===== config.mk =====
export PLATFORM = sky130hd
export DESIGN_NAME = vga_sync_gen
export DESIGN_NICKNAME = d
export VERILOG_FILES = /design/src/rtl/vga_sync_gen.sv
export SDC_FILE = /design/constraint.sdc
export NUM_CORES = 1
export LEC_CHECK = 0
export BUFFER_PORTS_ARGS = -buffer_cell sky130_fd_sc_hd__clkbuf_2
export CAP_MARGIN = 15
export CELL_PAD_IN_SITES_DETAIL_PLACEMENT = 0
export CELL_PAD_IN_SITES_GLOBAL_PLACEMENT = 1
export CORE_UTILIZATION = 25
export DETAILED_ROUTE_END_ITERATION = 10
export PLACE_DENSITY = 0.8
export SYNTH_ARGS = -nofsm -noshare
export SYNTH_HDL_FRONTEND = slang
export SYNTH_SLANG_ARGS = --single-unit

===== constraint.sdc =====
create_clock -name clk -period 1.3 [get_ports clk]
set_clock_uncertainty 0.05 [all_clocks]
set_input_delay 0.13 -clock clk [delete_from_list [all_inputs] [get_ports clk]]
set_output_delay 0.13 -clock clk [all_outputs]
set_load 0.02 [all_outputs]

===== src/rtl/vga_sync_gen.sv =====
// VGA sync/visible/strobe decode of column/row with an enable-gated delay pipe.
// Define VGA_SYNC_GEN_FRAME_COUNT_EN to build the frame_count register.
module vga_sync_gen #(
  parameter int H_VISIBLE     = 640,
  parameter int H_FRONT_PORCH = 16,
  parameter int H_SYNC_PULSE  = 96,
  parameter int H_BACK_PORCH  = 48,
  parameter int H_WHOLE_LINE  = 800,
  parameter int V_VISIBLE     = 480,
  parameter int V_FRONT_PORCH = 10,
  parameter int V_SYNC_PULSE  = 2,
  parameter int V_BACK_PORCH  = 33,
  parameter int V_WHOLE_FRAME = 525,
  parameter bit H_SYNC_POL    = 1'b0,
  parameter bit V_SYNC_POL    = 1'b0,
  parameter int PIPE_DELAY    = 2
) (
  input  logic                             clk,
  input  logic                             reset,
  input  logic                             enable,
  input  logic [$clog2(H_WHOLE_LINE)-1:0]  column,
  input  logic [$clog2(V_WHOLE_FRAME)-1:0] row,
  output logic                             vga_hsync,
  output logic                             vga_vsync,
  output logic                             visible,
  output logic                             line_start,
  output logic                             frame_start,
  output logic [15:0]                      frame_count
);

  localparam int CW = $clog2(H_WHOLE_LINE);
  localparam int RW = $clog2(V_WHOLE_FRAME);

  localparam int H_SB = H_VISIBLE + H_FRONT_PORCH;
  localparam int H_SE = H_SB + H_SYNC_PULSE;
  localparam int H_LM = H_SE + H_BACK_PORCH;
  localparam int V_SB = V_VISIBLE + V_FRONT_PORCH;
  localparam int V_SE = V_SB + V_SYNC_PULSE;
  localparam int V_LM = V_SE + V_BACK_PORCH;

  // One extra bit so a bound equal to 2**CW does not wrap to zero.
  localparam logic [CW:0] H_VIS_END  = H_VISIBLE[CW:0];
  localparam logic [CW:0] H_SYNC_BEG = H_SB[CW:0];
  localparam logic [CW:0] H_SYNC_END = H_SE[CW:0];
  localparam logic [CW:0] H_LIMIT    = H_LM[CW:0];
  localparam logic [RW:0] V_VIS_END  = V_VISIBLE[RW:0];
  localparam logic [RW:0] V_SYNC_BEG = V_SB[RW:0];
  localparam logic [RW:0] V_SYNC_END = V_SE[RW:0];
  localparam logic [RW:0] V_LIMIT    = V_LM[RW:0];

  typedef struct packed {
    logic vis;
    logic hs;
    logic vs;
    logic ls;
    logic fs;
  } stage_t;

  logic [CW:0] col_x;
  logic [RW:0] row_x;
  logic        col_in;
  logic        row_in;
  stage_t      s0;
  stage_t      last;
  stage_t      pipe_q [PIPE_DELAY];
  stage_t      pipe_d [PIPE_DELAY];

  assign col_x = {1'b0, column};
  assign row_x = {1'b0, row};

  always_comb begin
    col_in = col_x < H_LIMIT;
    row_in = row_x < V_LIMIT;
    s0     = '0;
    s0.vis = (col_x < H_VIS_END) & (row_x < V_VIS_END);
    s0.hs  = col_in & (col_x >= H_SYNC_BEG) & (col_x < H_SYNC_END);
    s0.vs  = row_in & (row_x >= V_SYNC_BEG) & (row_x < V_SYNC_END);
    s0.ls  = (column == '0);
    s0.fs  = (column == '0) & (row == '0);
  end

  always_comb begin
    for (int i = 0; i < PIPE_DELAY; i++) begin
      pipe_d[i] = pipe_q[i];
    end
    if (enable) begin
      pipe_d[0] = s0;
      for (int i = 1; i < PIPE_DELAY; i++) begin
        pipe_d[i] = pipe_q[i-1];
      end
    end
  end

  always_ff @(posedge clk) begin
    if (reset) begin
      for (int i = 0; i < PIPE_DELAY; i++) begin
        pipe_q[i] <= '0;
      end
    end else begin
      for (int i = 0; i < PIPE_DELAY; i++) begin
        pipe_q[i] <= pipe_d[i];
      end
    end
  end

  assign last = pipe_q[PIPE_DELAY-1];

  // Strobes are gated so a stalled final stage cannot repeat a pulse.
  assign vga_hsync   = last.hs ^ ~H_SYNC_POL;
  assign vga_vsync   = last.vs ^ ~V_SYNC_POL;
  assign visible     = last.vis;
  assign line_start  = last.ls & enable;
  assign frame_start = last.fs & enable;

`ifdef VGA_SYNC_GEN_FRAME_COUNT_EN
  logic [15:0] frame_count_q;
  logic [15:0] frame_count_d;

  always_comb begin
    frame_count_d = frame_count_q;
    if (frame_start) begin
      frame_count_d = frame_count_q + 16'd1;
    end
  end

  always_ff @(posedge clk) begin
    if (reset) begin
      frame_count_q <= '0;
    end else begin
      frame_count_q <= frame_count_d;
    end
  end

  assign frame_count = frame_count_q;
`else
  assign frame_count = '0;
`endif

endmodule


==> run_results.csv, run 1 <==
group,metric,value,unit
run_status,outcome,"finished, final reports clean",
pwr,vdd_drop_max,0.2436,mV
grt,gr-total-overflow,0,
die,ios,44,
timing,setup_viol,0,
layout,largestRegisters,"pipe_q: 10 flops",
timing,tns,0,ps
clock_tree,cts_tree,"done",
drt,drt_wl_total,1075,µm
setup_path,worst_ep_arrival_time,850,ps
setup_path,required,1120,ps
logic_synthesis,async_flop_share,0,%
drt,ant_nets,0,
clock_tree,root_buffer,"clkbuf_4",
timing,finalCriticalPeriod,1031,ps
drt,routed_wire_length_per_instance,8.532,µm
flow_run,max-cap-violations,0,
layout,top_register,"pipe_q",
die,dieArea,2530,µm²
worst_hold_path,hold-path-cell-count,3,
timing,report.final.slew_viol_count,0,
logic_synthesis,synthesis.area,583.1,µm²
grt,grt_antenna_before_repair,0,
logic_synthesis,muxShareOfSynthArea,8.584,%
logic_synthesis,yosysTopAreaCell,"dfxtp_1",
logic_synthesis,ys_top_cells_by_area,"dfxtp_1, buf_4, mux2i_1, nor2_1, nand3_1",
logic_synthesis,netlist.area_leader.share,34.33,%
logic_synthesis,yosysSeqAreaShare,34.33,%
layout,final_core_util,32.01,%
logic_synthesis,synthCells,70,
pwr,p_total,0.6263,mW
logic_synthesis,synth-compound-area-share,6.438,%
logic_synthesis,synth_top_family_by_area,"buffers and inverters",
clock_tree,clock_latency,260,ps
timing,rsz0062_at_grt,"no",
logic_synthesis,yosysMostFrequentCell,"buf_4",
die,coreArea,2212,µm²
logic_synthesis,synthFlopType,"dfxtp_1",
layout,diodes,0,
layout,final_cell_area,708.2,µm²
setup_path,worstSetupPathType,"register to primary output",
drt,via_per_inst,4.143,
setup_path,crit_path_start_kind,"register",
drt,first_pass_iters,5,
drt,vias,522,
setup_path,path_cells,"and2_1, clkbuf_2",
logic_synthesis,syn_avg_cell_area,8.329,µm²
setup_path,cpMaxStageDelayCell,"dfxtp_1",
grt,grt_use_total,9.773,%
die,die_w,50.30,µm
logic_synthesis,synth_edf_count,0,
worst_hold_path,holdCritPathClass,"primary input to register",
die,initial_core_util,26.36,%
layout,largest_register_ffs,10,
clock_tree,path_clk_slew,60,ps
timing,whs,106.1,ps
setup_path,critPathMaxFanout,2,
setup_path,max_stage_delay,320,ps
logic_synthesis,synth.distinct_cells,23,
place,gp_congestion,0.7164,
die,num_rows,17,
timing,finalCritPeriodShare,79.31,%
place,portBuffers,27,
grt,grt_pass1_wl,1814,µm
logic_synthesis,synth_commonest_cells,"buf_4, dfxtp_1, nor2_1, mux2i_1, nand3_1",
clock_tree,cts.sinks,10,
drt,drt_iter0_markers,6,
drt,route.detailed.drc,0,
setup_path,rr_worst_depth,2,
timing,hold_violations,0,
layout,syn_to_final_growth,21.46,%
logic_synthesis,synth_seq_cells,10,
grt,grt_pass1_vias,428,
place,dp_hpwl,901.8,µm
clock_tree,cts-htree-levels,1,
setup_path,crit_path_end_kind,"primary output",
pwr,p_per_area,884.4,nW/µm²
clock_tree,cts_buffers,3,
logic_synthesis,synthXorXnorAreaFrac,0,%
clock_tree,cts.path.max_buffers,2,
clock_tree,postCtsResizedCells,0,
logic_synthesis,synth-simple-area-share,24.89,%
place,place_area,685.7,µm²
logic_synthesis,synthAdderAreaFrac,0,%
timing,fmax,969.9,MHz
pwr,p_leak,0.3453,nW
layout,nNetsFinal,123,
layout,drive_above_1_share,32.65,%
die,fp.dieH,50.30,µm
logic_synthesis,ys_warn_count,0,
grt,grt_max_degree,12,
clock_tree,cts.hold.buffers_added,0,
clock_tree,cts_setup_buffers,0,
==> stage by stage <==
stage / worst slack [ps] / std cells
2_1_floorplan: 304.0 / 85
3_3_place_gp: 188.8 / 123
3_5_place_dp: 177.4 / 123
4_1_cts: 252.3 / 126
5_1_grt: 213.5 / 126
6_report: 269.0 / 126
==> path summary, 6_finish.rpt <==
path / slack, ps / startpoint / endpoint
max: 270 / pipe_q[0][6] / line_start
min: 110 / row[9] / pipe_q[0][4]
max reg2reg: 560 / pipe_q[0][0] / pipe_q[0][0]
min reg2reg: 410 / pipe_q[0][4] / pipe_q[0][4]
==> metal layers <==
metal	wire (µm)	track usage (%)
met5	0	0
met4	31	9.722
met3	114	1.515
met2	431	13.33
met1	496	12.59
==> worst max-delay path: cells and delay by family, from the launching register on <==
family	cells	cell delay [ps]
flops	1	320
buf+inv	1	160
simple gates	1	120
==> kinds of logic (layout without fill, tap and decap cells) <==
family	after synthesis	in the layout
AO/OA/AOI/OAI	6	6
buffers and inverters	22	35
flip-flops	10	10
multiplexers	5	5
other	1	16
AND/OR/NAND/NOR	26	26
==> cell type report <==
cell class | count | area [µm²]
Fill cell | 263 | 1504
Multi-Input combinational cell | 53 | 292.8
Sequential cell | 10 | 200.2
Timing Repair Buffer | 28 | 142.6
Tap cell | 28 | 35.03
Clock buffer | 3 | 22.52
Inverter | 4 | 15.01
==> cells in the final DEF (no fill, tap or decap), drive strengths merged <==
| master | Yosys | routed |
|---|---|---|
| clkbuf | 1 | 30 |
| conb | 1 | 16 |
| dfxtp | 10 | 10 |
| nor2 | 6 | 6 |
| mux2i | 5 | 5 |
| nand3 | 4 | 4 |
| inv | 4 | 4 |
| nand2 | 3 | 3 |
| a21oi | 3 | 3 |
| nor4 | 3 | 3 |
| and2 | 2 | 2 |
| nor3 | 2 | 2 |
| or3 | 1 | 1 |
| and4b | 1 | 1 |
| a32oi | 1 | 1 |
| and3 | 1 | 1 |
| and4 | 1 | 1 |
| nor4b | 1 | 1 |
| o32ai | 1 | 1 |
| o21ai | 1 | 1 |
| or4b | 1 | 1 |
| buf | 17 | 1 |
==> power breakdown <==
part           leakage (nW)  total, mW  internal, mW  switching [mW]
clock                0.0138      0.201         0.106          0.0942
combinational         0.251      0.115        0.0385          0.0761
sequential           0.0807      0.311         0.310         0.00166
No activity file was read; power rests on OpenSTA's default activity.
==> inputs of run 2 (changes only) <==
Clock period 1.3 ns to 1 ns, I/O delays scaled along.
==> run_results.csv, run 2 (synthesized netlist as in run 1, its figures left out) <==
group,metric,value,unit
timing,fmax,1010,MHz
pwr,internal_power,0.6028,mW
drt,drt_iter0_markers,3,
layout,nNetsFinal,128,
drt,vias,558,
setup_path,reg2reg_setup_slack,270,ps
clock_tree,root_buffer,"clkbuf_4",
clock_tree,cts_buffers,3,
timing,finalCritPeriodShare,99.03,%
worst_hold_path,holdCritPathClass,"primary input to register",
clock_tree,cts-htree-levels,1,
pwr,p_switching,0.2251,mW
clock_tree,cts.path.max_buffers,2,
grt,gr-total-overflow,0,
worst_hold_path,hold-path-cell-count,3,
layout,top_register,"pipe_q",
die,initial_core_util,26.36,%
layout,syn_to_final_growth,32.62,%
clock_tree,clock_latency,250,ps
place,dp_hpwl,947.6,µm
place,portBuffers,27,
timing,setup_viol,0,
clock_tree,cts.hold.buffers_added,0,
drt,first_pass_iters,4,
setup_path,r2r_start,"pipe_q[0][0]",
clock_tree,cts_setup_buffers,0,
clock_tree,cts.sinks,10,
pwr,vdd_drop_max,0.4747,mV
layout,layout_common_cells,"clkbuf_2, conb_1, dfxtp_1, nor2_1, buf_4",
setup_path,crit_path_end_kind,"primary output",
drt,via_per_inst,4.260,
die,fp.dieH,50.30,µm
die,num_rows,17,
layout,stdcell_count,131,
setup_path,crit_path_start_kind,"register",
layout,final_common_cell,"clkbuf_2",
setup_path,rr_worst_depth,2,
grt,grt_pass1_wl,1759,µm
pwr,p_sw_share,27.19,%
die,coreArea,2212,µm²
setup_path,critPathMaxFanout,2,
grt,grt_antenna_before_repair,0,
setup_path,reg2reg_to,"pipe_q[0][0]",
die,die_w,50.30,µm
worst_hold_path,holdPathEnd,"pipe_q[0][4]",
pwr,power_frac_seq,48.9,%
flow_run,max-cap-violations,0,
run_status,outcome,"finished, final reports clean",
setup_path,required,850,ps
drt,route.detailed.drc,0,
layout,fill_cells,245,
timing,finalCriticalPeriod,990.3,ps
pwr,p_leak,0.3782,nW
drt,drt_wl_total,1122,µm
timing,report.final.slew_viol_count,0,
die,ios,44,
timing,hold_violations,0,
layout,largest_register_ffs,10,
layout,final_core_util,34.95,%
drt,ant_nets,0,
grt,grt_pass1_vias,445,
pwr,clkPwrFrac,31.3,%
pwr,p_total,0.8279,mW
clock_tree,path_clk_slew,60,ps
grt,grt_max_degree,11,
die,dieArea,2530,µm²
setup_path,worst_ep_arrival_time,840,ps
clock_tree,cts_tree,"done",
pwr,p_per_area,1071,nW/µm²
layout,largestRegisters,"pipe_q: 10 flops",
place,gp_congestion,0.7627,
grt,grt_use_total,9.389,%
worst_hold_path,min_from,"row[9]",
drt,routed_wire_length_per_instance,8.565,µm
timing,rsz0062_at_grt,"yes",
layout,diodes,0,
place,dp_cells,128,
pwr,pwr-share-comb,19.9,%
setup_path,worstSetupPathType,"register to primary output",
layout,drive_above_1_share,39.81,%
## run 2: cell count changes in the layout (fill, tap and decap cells not counted)
cell	previous run	this run
and2_4	0	2
dfxtp_1	10	8
and2_1	2	0
buf_8	0	2
clkbuf_2	27	25
buf_4	1	6
dfxtp_2	0	2
## run 2: worst max-delay path by stage
stage | start | endpoint | slack, ps | depth (start not counted)
floorplan | row[8] | pipe_q[0][4] | 30 | 3
global placement | row[8] | pipe_q[0][4] | -80 | 4
detailed placement | row[8] | pipe_q[0][4] | -90 | 4
CTS | pipe_q[0][5] | frame_start | -20 | 2
global route | pipe_q[0][5] | frame_start | -10 | 2
finish | pipe_q[0][5] | frame_start | 10 | 2
## run 2: metrics by stage
step	instance area (µm²)	hold WS, ps	TNS, ps	setup slack, ps
3_3_place_gp	723.2	346.3	-118.8	-82.60
3_5_place_dp	723.2	347.5	-142.5	-88.49
6_report	773.2	80.42	0	9.730
5_1_grt	773.2	104.0	-19.99	-13.30
4_1_cts	770.7	71.79	-30.59	-15.52
2_1_floorplan	639.4	220.5	0	33.98
## run 2: per-layer routing
metal  vias to the layer above  part of all wire (%)  GRT usage (%)
li1                        278                     -              -
met1                       240                    44          11.11
met2                        38                    43          14.00
met3                         2                    10          1.212
met4                         0                   1.7          9.722
met5                         -                     0              0
## run 2: cell type report
| type | count | area (µm²) | share of cell area, % |
|---|---|---|---|
| clock buffers | 3 | 22.52 | 2.913 |
| multi-input cells | 53 | 297.8 | 38.51 |
| well taps | 28 | 35.03 | 4.531 |
| repair buffers | 33 | 200.2 | 25.89 |
| inverters | 4 | 15.01 | 1.942 |
| flip-flops and latches | 10 | 202.7 | 26.21 |
## run 2: power groups by stage
| stage | registers, mW | clock network, mW | logic (mW) |
|---|---|---|---|
| finish | 0.405 | 0.259 | 0.164 |
| global route | 0.405 | 0.278 | 0.179 |
| CTS | 0.405 | 0.268 | 0.164 |
| detailed placement | 0.414 | 0 | 0.163 |
| global placement | 0.414 | 0 | 0.161 |
| floorplan | 0.414 | 0 | 0.137 |
## run 2: worst max-delay path, stage by stage, from the launching register on
cell and delay (ps):
dfxtp_2 320, and2_4 150, buf_8 120
## run 2: repair_timing
| action | CTS | global route |
|---|---|---|
| endpoints found under the setup margin | 2 | 2 |
| gates resized for setup | 8 | 2 |
| cloned | 0 | 0 |
==> inputs of run 3 (changes only) <==
Settings changed: ABC_CLOCK_PERIOD_IN_PS set to 1000, CORE_MARGIN set to 3, RECOVER_POWER set to 100.
==> run_results.csv, run 3 (synthesized netlist as in run 1, its figures left out) <==
group,metric,value,unit
worst_hold_path,hold-path-cell-count,3,
drt,vias,538,
drt,ant_nets,0,
clock_tree,clock_latency,260,ps
clock_tree,root_buffer,"clkbuf_4",
layout,final_cell_area,762.0,µm²
timing,fmax,1007,MHz
layout,layout_common_cells,"clkbuf_2, conb_1, dfxtp_1, nor2_1, mux2i_1",
layout,diodes,0,
die,ios,44,
layout,top_register,"pipe_q",
place,place_ws,-102.3,ps
die,num_rows,16,
grt,grt_max_degree,11,
grt,grt_antenna_before_repair,0,
drt,routed_wire_length_per_instance,9.326,µm
drt,route.detailed.drc,0,
pwr,pwr-share-comb,19.1,%
clock_tree,cts-htree-levels,1,
die,fp.dieH,54.30,µm
worst_hold_path,holdPathEnd,"pipe_q[0][4]",
setup_path,crit_path_start_kind,"register",
setup_path,crit_path_end_kind,"primary output",
setup_path,reg2reg_setup_slack,240,ps
pwr,p_leak,0.3734,nW
drt,via_per_inst,4.171,
timing,whs,86.55,ps
layout,fill_cells,236,
timing,worst_slack,6.651,ps
clock_tree,cts_buffers,3,
worst_hold_path,min_from,"row[9]",
setup_path,worstSetupPathType,"register to primary output",
layout,nNetsFinal,127,
pwr,p_switching,0.2294,mW
setup_path,rr_worst_depth,2,
die,die_w,54.30,µm
layout,drive_above_1_share,39.22,%
setup_path,crit_start,"pipe_q[0][5]",
drt,first_pass_iters,4,
layout,largestRegisters,"pipe_q: 10 flops",
place,place_area,706.9,µm²
grt,grt_pass1_wl,1821,µm
clock_tree,cts.hold.buffers_added,0,
grt,gr-total-overflow,0,
timing,finalCriticalPeriod,993.3,ps
place,dp_hpwl,1029,µm
run_status,outcome,"finished, final reports clean",
timing,report.final.slew_viol_count,0,
place,gp_congestion,0.6407,
timing,setup_viol,0,
pwr,p_total,0.8267,mW
timing,hold_violations,0,
setup_path,r2r_start,"pipe_q[0][0]",
setup_path,critPathMaxFanout,2,
pwr,vdd_drop_max,0.3867,mV
die,dieArea,2948,µm²
timing,rsz0062_at_grt,"yes",
layout,syn_to_final_growth,30.69,%
flow_run,max-cap-violations,0,
layout,final_common_cell,"clkbuf_2",
pwr,power_frac_seq,48.9,%
timing,tns,0,ps
die,coreArea,2082,µm²
die,initial_core_util,28.00,%
clock_tree,path_clk_slew,60,ps
worst_hold_path,holdCritPathClass,"primary input to register",
pwr,p_per_area,1085,nW/µm²
layout,largest_register_ffs,10,
pwr,clkPwrFrac,32.0,%
pwr,internal_power,0.5973,mW
setup_path,worst_ep_arrival_time,840,ps
clock_tree,cts.path.max_buffers,2,
setup_path,required,850,ps
grt,grt_pass1_vias,421,
clock_tree,cts_tree,"done",
setup_path,reg2reg_to,"pipe_q[0][0]",
pwr,p_sw_share,27.75,%
place,portBuffers,27,
drt,drt_iter0_markers,5,
clock_tree,cts.sinks,10,
grt,grt_use_total,8.664,%
timing,finalCritPeriodShare,99.33,%
drt,drt_wl_total,1203,µm
[run 3: power by group through the flow]
stage | registers, mW | clock network (mW) | logic [mW]
floorplan | 0.414 | 0 | 0.137
global placement | 0.414 | 0 | 0.156
detailed placement | 0.414 | 0 | 0.157
CTS | 0.405 | 0.274 | 0.158
global route | 0.405 | 0.298 | 0.174
finish | 0.405 | 0.264 | 0.158
[run 3: final cells by class]
cell class	instances	area, µm²	area share [%]
multi-input combinational	53	297.8	39.08
sequential	10	202.7	26.60
timing repair buffer	32	190.2	24.96
tap	27	33.78	4.433
clock buffer	3	22.52	2.956
inverter	4	15.01	1.970
[run 3: worst max-delay path, cell delays in order (launching register included)]
cell and delay [ps]:
dfxtp_2 320, and2_4 150, buf_8 120
[run 3: layer usage]
metal  part of all wire, %  vias up  track usage (%)  wire length, µm
met3                   8.1        2            2.452               97
met2                    48       23            10.96              581
met5                     0        -                0                0
met1                    42      237            12.17              507
met4                   1.4        0            6.224               17
li1                      -      276                -                -
[run 3: how the worst max path moves through the flow]
stage | end | slack (ps) | cells past startpoint
global placement | pipe_q[0][4] | -80 | 4
floorplan | pipe_q[0][4] | 30 | 3
detailed placement | pipe_q[0][4] | -100 | 4
CTS | frame_start | -20 | 2
finish | frame_start | 7 | 2
global route | line_start | -30 | 2
[run 3: stage by stage]
| step | util (%) | cells |
|---|---|---|
| 2_1_floorplan | - | 85 |
| 3_3_place_gp | 33.95 | 125 |
| 3_5_place_dp | 33.95 | 125 |
| 4_1_cts | 36.60 | 129 |
| 5_1_grt | 36.60 | 129 |
| 6_report | 36.60 | 129 |
[run 3: timing repair]
action	4_1_cts	5_1_grt
setup buffers	1	0
setup endpoints to repair	2	2
cloned	0	0
gates resized for setup	8	2
endpoints found under the hold margin	0	0
